## src/rtl/posit_raw_pkg.sv

```systemverilog
// rtl/posit_raw_pkg.sv - shared widths, field offsets and ES3 product defaults for raw posit values
package posit_raw_pkg;

  localparam int ES3_SW = 10;
  localparam int ES3_FW = 54;
  localparam int DEF_GB = 3;

  // raw layout from the LSB up: zero, inf, fraction, scale, sgn
  localparam int ZERO_POS = 0;
  localparam int INF_POS  = 1;
  localparam int FRAC_LSB = 2;

  function automatic int raw_w(input int sw, input int fw);
    return sw + fw + 3;
  endfunction

  function automatic int sum_w(input int sw, input int fw, input int gb);
    return (sw + 1) + (fw + gb) + 3;
  endfunction

endpackage

```

## src/rtl/positadd_raw_align.sv

```systemverilog
// rtl/positadd_raw_align.sv - S1 canonicalise/compare/swap and S2 sticky right-shift alignment
module positadd_raw_align import posit_raw_pkg::*; #(
  parameter int FW = ES3_FW,
  parameter int SW = ES3_SW,
  parameter int GB = DEF_GB
) (
  input  logic                     clk,
  input  logic                     rst,
  input  logic                     adv,
  input  logic                     in_valid,
  input  logic [raw_w(SW, FW)-1:0] a_raw,
  input  logic [raw_w(SW, FW)-1:0] b_raw,
  input  logic                     op_sub,
  output logic                     out_valid,
  output logic                     sgn,
  output logic [SW-1:0]            scale,
  output logic [FW+GB:0]           hi_man,
  output logic [FW+GB:0]           lo_man,
  output logic                     sticky,
  output logic                     eff_sub,
  output logic                     inf
);
  localparam int MW = FW + GB + 1;

  typedef struct packed {
    logic          sgn;
    logic [SW-1:0] scale;
    logic [FW-1:0] frac;
    logic          inf;
    logic          zero;
  } op_t;

  function automatic op_t canon(input logic [raw_w(SW, FW)-1:0] raw, input logic flip);
    op_t o;
    o.zero  = raw[ZERO_POS];
    o.inf   = raw[INF_POS] & ~o.zero;
    o.frac  = o.zero ? '0 : raw[FRAC_LSB +: FW];
    o.scale = o.zero ? '0 : raw[FRAC_LSB+FW +: SW];
    o.sgn   = ~o.zero & (raw[FRAC_LSB+FW+SW] ^ flip);
    return o;
  endfunction

  op_t  a, b, hi, lo;
  logic swap;

  always_comb begin
    a = canon(a_raw, 1'b0);
    b = canon(b_raw, op_sub);
    if (a.zero | b.zero)       swap = a.zero & ~b.zero;
    else if (a.scale != b.scale) swap = $signed(b.scale) > $signed(a.scale);
    else                       swap = b.frac > a.frac;
    hi = swap ? b : a;
    lo = swap ? a : b;
  end

  logic          v1, sgn1, hi_zero1, lo_zero1, eff1, inf1;
  logic [SW-1:0] scale1;
  logic [FW-1:0] hi_frac1, lo_frac1;
  logic [SW:0]   d1;

  always_ff @(posedge clk or posedge rst) begin
    if (rst) begin
      v1 <= 1'b0; sgn1 <= 1'b0; hi_zero1 <= 1'b0; lo_zero1 <= 1'b0; eff1 <= 1'b0; inf1 <= 1'b0;
      scale1 <= '0; hi_frac1 <= '0; lo_frac1 <= '0; d1 <= '0;
    end else if (adv) begin
      v1       <= in_valid;
      sgn1     <= hi.sgn;
      scale1   <= hi.scale;
      hi_zero1 <= hi.zero;
      hi_frac1 <= hi.frac;
      lo_zero1 <= lo.zero;
      lo_frac1 <= lo.frac;
      d1       <= {hi.scale[SW-1], hi.scale} - {lo.scale[SW-1], lo.scale};
      eff1     <= hi.sgn ^ lo.sgn;
      inf1     <= hi.inf | lo.inf;
    end
  end

  // only the upper half of the double-width shift survives; lo_m bits not re-covered by lo_sh<<d are lost
  logic [MW-1:0] lo_m, lo_sh;

  always_comb begin
    lo_m  = {~lo_zero1, lo_frac1, {GB{1'b0}}};
    lo_sh = lo_m >> d1;
  end

  always_ff @(posedge clk or posedge rst) begin
    if (rst) begin
      out_valid <= 1'b0; sgn <= 1'b0; scale <= '0; hi_man <= '0; lo_man <= '0;
      sticky <= 1'b0; eff_sub <= 1'b0; inf <= 1'b0;
    end else if (adv) begin
      out_valid <= v1;
      sgn       <= sgn1;
      scale     <= scale1;
      hi_man    <= {~hi_zero1, hi_frac1, {GB{1'b0}}};
      lo_man    <= lo_sh;
      sticky    <= |(lo_m ^ (lo_sh << d1));
      eff_sub   <= eff1;
      inf       <= inf1;
    end
  end

endmodule

```

## src/rtl/positadd_raw_pipe.sv

```systemverilog
// rtl/positadd_raw_pipe.sv - six-stage raw posit adder with global-stall valid/ready handshake
module positadd_raw_pipe import posit_raw_pkg::*; #(
  parameter int FW = ES3_FW,
  parameter int SW = ES3_SW,
  parameter int GB = DEF_GB
) (
  input  logic                         clk,
  input  logic                         rst,
  input  logic                         in_valid,
  output logic                         in_ready,
  input  logic [raw_w(SW, FW)-1:0]     in1,
  input  logic [raw_w(SW, FW)-1:0]     in2,
  input  logic                         op_sub,
  output logic                         out_valid,
  input  logic                         out_ready,
  output logic [sum_w(SW, FW, GB)-1:0] result,
  output logic                         truncated
);
  localparam int MW  = FW + GB + 1;
  localparam int FRW = FW + GB;
  localparam int OSW = SW + 1;
  localparam int LW  = $clog2(MW + 1);

  logic adv;
  assign adv      = ~out_valid | out_ready;
  assign in_ready = adv;

  logic                     v0, sub0;
  logic [raw_w(SW, FW)-1:0] a0, b0;

  always_ff @(posedge clk or posedge rst) begin
    if (rst) begin
      v0 <= 1'b0; sub0 <= 1'b0; a0 <= '0; b0 <= '0;
    end else if (adv) begin
      v0 <= in_valid; sub0 <= op_sub; a0 <= in1; b0 <= in2;
    end
  end

  logic          v2, sgn2, sticky2, eff2, inf2;
  logic [SW-1:0] scale2;
  logic [MW-1:0] hi2, lo2;

  positadd_raw_align #(.FW(FW), .SW(SW), .GB(GB)) u_align (
    .clk(clk), .rst(rst), .adv(adv), .in_valid(v0),
    .a_raw(a0), .b_raw(b0), .op_sub(sub0),
    .out_valid(v2), .sgn(sgn2), .scale(scale2), .hi_man(hi2), .lo_man(lo2),
    .sticky(sticky2), .eff_sub(eff2), .inf(inf2)
  );

  logic          v3, sgn3, sticky3, inf3;
  logic [SW-1:0] scale3;
  logic [MW:0]   sum3;

  always_ff @(posedge clk or posedge rst) begin
    if (rst) begin
      v3 <= 1'b0; sgn3 <= 1'b0; sticky3 <= 1'b0; inf3 <= 1'b0; scale3 <= '0; sum3 <= '0;
    end else if (adv) begin
      v3      <= v2;
      sgn3    <= sgn2;
      sticky3 <= sticky2;
      inf3    <= inf2;
      scale3  <= scale2;
      sum3    <= eff2 ? ({1'b0, hi2} - {1'b0, lo2}) : ({1'b0, hi2} + {1'b0, lo2});
    end
  end

  // leading zeros below the carry bit; an all-zero sum reports MW
  logic [LW-1:0] lz;

  always_comb begin
    lz = LW'(MW);
    for (int i = 0; i < MW; i++)
      if (sum3[i]) lz = LW'(MW - 1 - i);
  end

  logic          v4, sgn4, sticky4, inf4;
  logic [SW-1:0] scale4;
  logic [MW:0]   sum4;
  logic [LW-1:0] lz4;

  always_ff @(posedge clk or posedge rst) begin
    if (rst) begin
      v4 <= 1'b0; sgn4 <= 1'b0; sticky4 <= 1'b0; inf4 <= 1'b0; scale4 <= '0; sum4 <= '0; lz4 <= '0;
    end else if (adv) begin
      v4 <= v3; sgn4 <= sgn3; sticky4 <= sticky3; inf4 <= inf3;
      scale4 <= scale3; sum4 <= sum3; lz4 <= lz;
    end
  end

  logic           sgn_n, zero_n, trunc_n;
  logic [OSW-1:0] scale_x, scale_n;
  logic [FRW-1:0] frac_n;

  always_comb begin
    scale_x = {scale4[SW-1], scale4};
    zero_n  = ~inf4 & (sum4 == '0);
    sgn_n   = sgn4 & ~zero_n;
    if (sum4[MW]) begin
      frac_n  = sum4[MW-1:1];
      scale_n = scale_x + OSW'(1);
      trunc_n = sticky4 | sum4[0];
    end else begin
      frac_n  = FRW'(sum4[MW-1:0] << lz4);
      scale_n = scale_x - OSW'(lz4);
      trunc_n = sticky4;
    end
    if (zero_n) begin
      frac_n  = '0;
      scale_n = '0;
      trunc_n = 1'b0;
    end
  end

  always_ff @(posedge clk or posedge rst) begin
    if (rst) begin
      out_valid <= 1'b0; result <= '0; truncated <= 1'b0;
    end else if (adv) begin
      out_valid <= v4;
      result    <= {sgn_n, scale_n, frac_n, inf4, zero_n};
      truncated <= trunc_n;
    end
  end

endmodule

```

## config.mk

```make
export PLATFORM = sky130hd
export DESIGN_NAME = positadd_raw_pipe
export DESIGN_NICKNAME = d
export VERILOG_FILES = /design/src/rtl/posit_raw_pkg.sv /design/src/rtl/positadd_raw_align.sv /design/src/rtl/positadd_raw_pipe.sv
export SDC_FILE = /design/constraint.sdc
export NUM_CORES = 2
export LEC_CHECK = 0
export CORE_MARGIN = 1
export CORE_UTILIZATION = 48
export DETAILED_ROUTE_END_ITERATION = 8
export PLACE_DENSITY = 0.73
export SLEW_MARGIN = 5
export SYNTH_ARGS = -nofsm -noshare
export SYNTH_HDL_FRONTEND = slang
export SYNTH_HIERARCHICAL = 1
export SYNTH_SLANG_ARGS = --single-unit
```

## constraint.sdc

```tcl
create_clock -name clk -period 13.85 [get_ports clk]
set_input_delay 2.77 -clock clk [delete_from_list [all_inputs] [get_ports clk]]
set_output_delay 2.77 -clock clk [all_outputs]
set_load 0.01 [all_outputs]
```

==> results.yml <==
clocking:
  clockBufferDepth: 3
  cts_resized: 0
  cts.clk_slew.worst_paths_ns: 0.06
  insertion_delay_ns: 0.68
  cts_setup_buffers: 0
  ctsHoldBuffers: 0
  root_buffer: "clkbuf_16"
  cts_buffers: 69
  cts.sinks: 624
  htreeDepth: 3
  cts_tree: "built"
synth:
  ys_async_sr_fraction_pct: 100
  syn_area_per_cell_um2: 8.01
  syn_inst: 5873
  synth_top_cell_area_share_pct: 33.2
  synth-seq-cells: 624
  synth_edf_count: 0
  synth_area_leaders: "dfrtp_1, nand2_1, a21oi_1"
  synth_cell_type_count: 116
  yosysWarnings: 6
  ys_seq_area_share_pct: 33.2
  ys.flop_type: "dfrtp_1"
  yosysTopAreaCell: "dfrtp_1"
  synth_area_um2: 47100
timing:
  setup_violations: 0
  hold_viol: 0
  clock_skew_ns: 0.0529
  final.setup.worst_slack_ns: 6.82
  fin_crit_ns: 7.03
  finalCritPeriodShare_pct: 50.8
  rsz0062_at_grt: "no"
  max_freq_mhz: 142
  fin_hold_ws_ns: 0.468
  worstMarginPinSlew_ns: 1.32
  slew_headroom_pct: 9.81
  slew_violations: 0
  fin_setup_tns_ns: 0
routing:
  wl_met1_um: 93900
  drtPass1Iterations: 9
  via_count: 50400
  dr.max_layer_used: "met5"
  viasPerCell: 7.00
  wl_met3_um: 34900
  wire_per_inst_um: 33.7
  drt-total-wl_um: 242000
  wl_met2_um: 97200
  ant_nets: 0
  drtIter0Drc: 7949
  drc: 10
worst_setup_path:
  r2r_start: "u_align/d1[1]"
  endpoint_kind: "output pin"
  crit_required_ns: 11.08
  cp_cell_sequence: "clkdlybuf4s50_1 -> nor2b_4 -> inv_8 -> clkdlybuf4s50_1"
  cp_max_fo: 41
  startpoint_type: "primary input"
  crit_start: "out_ready"
  slowest_delay_ns: 0.61
  critPathMostFrequentCell: "clkdlybuf4s50_1"
  cp_slowest_cell: "clkdlybuf4s50_1"
  worstPathArrival_ns: 4.26
  path_class: "in -> out"
power:
  vdd_drop_max_uv: 225
  finalPower_mw: 16.8
  powerDensity_nw_per_um2: 319
  p_leak_nw: 22.2
place:
  dpl_cell_area_um2: 50100
  port_buffers: 212
  place_inst: 7064
  dpl_worst_slack_ns: 6.82
  hpwl_um: 181000
  gp_congestion: 1.17
die:
  fp.dieW_um: 315
  pin_count: 213
  die-area_um2: 99300
  start_util_pct: 48.6
  fp.coreArea_um2: 96900
  rows: 114
  die_h_um: 315
status:
  status: "finished with violations"
  violations: "design-rule violations"
hold_path:
  hp-class: "reg -> reg"
  min_from: "a0[50]"
final_layout:
  multi_input_area_um2: 29300
  final_cell_mix: "nand2_1, dfrtp_1, nor2_1, a21oi_1, o21ai_0"
  areaGrowthSynthToFinish_pct: 11.5
  layout-drive-gt1-share_pct: 9.86
  post-route-util_pct: 54.2
  fin_cells: 7203
  final_cell_area_um2: 52500
  mostFrequentLayoutCell: "nand2_1"
  regArea_um2: 15600
  fillers: 8915
  final_nets: 6135
global_route:
  grt_pass1_vias: 46800
  grt_pass1_wl_um: 342000
  grt_max_degree: 218
  antenna_found_initial: 26
  overflow: 0
  grtUsageTotal_pct: 47.8
flow_run:
  cap_violations: 0
[critical path, delay by kind of cell]
family                 cells  cell delay, ns
buffers and inverters      3            1.38
AND/OR/NAND/NOR            1            0.08
[cells by family after synthesis]
| family | count (synthesis) | synth area share, % |
|---|---|---|
| AOI/OAI and AO/OA | 1613 | 22.6 |
| and+or+nand+nor | 2483 | 23.8 |
| buffers and inverters | 540 | 4.78 |
| muxes | 353 | 9.68 |
| other | 1 | 0.00797 |
| xor gates and xnor gates | 122 | 2.27 |
| DFF | 624 | 33.2 |
| adders and majority gates | 137 | 3.67 |
[Yosys cell counts (42+ instances only)]
cell / number
inv_1: 102
buf_2: 77
a31oi_1: 42
ha_1: 135
dfrtp_1: 624
mux2_2: 112
mux2i_1: 170
nand3_1: 105
nand2b_1: 73
xnor2_1: 96
nor2_1: 556
mux4_2: 69
o211ai_1: 51
nand4_1: 68
nand2_1: 1200
o2bb2ai_1: 52
nor4_1: 66
o21ai_0: 284
o22ai_1: 76
buf_1: 53
nor3_1: 98
a21o_1: 59
a22oi_1: 56
a21oi_1: 508
nor2b_1: 102
a211oi_1: 69
clkbuf_1: 276
[layer usage]
layer,GRT usage (%),up-vias
li1,-,21200
met4,26.3,26
met3,21.8,817
met2,65.9,3646
met1,61.5,24700
met5,1.21,-
[final timing paths]
kind	cells past startpoint	slack [ns]	endpoint
min in group asynchronous	2	2.70	u_align/v1
max in group asynchronous	4	8.75	u_align/d1[2]
min	2	0.47	a0[50]
min reg2reg	2	0.47	a0[50]
max	4	6.82	in_ready
max reg2reg	16	6.84	u_align/sticky
[flip-flops by register name, summed over array words and instances (netlist names), 6 cells and up]
name	cells
result	71
a0	67
b0	67
sum3	59
sum4	59
u_align/lo_man	58
u_align/hi_man	55
u_align/hi_frac1	54
u_align/lo_frac1	54
u_align/d1	11
scale3	10
scale4	10
u_align/scale1	10
u_align/scale	10
lz4	6
[report_power, final]
part	switching, mW	total (mW)	internal [mW]
combinational	7.08	10.7	3.62
clock	0.812	1.91	1.10
sequential	1.51	4.14	2.64
[cell type report]
type / count / area share (%)
clock buffer: 99 / 3.77
tap: 1276 / 3.04
timing repair buffer: 344 / 6.02
multi-input combinational: 4711 / 55.8
antenna: 15 / 0.0715
sequential: 624 / 29.8
clock inverter: 25 / 0.648
inverter: 109 / 0.829
Power figures use the tool's default switching activity.
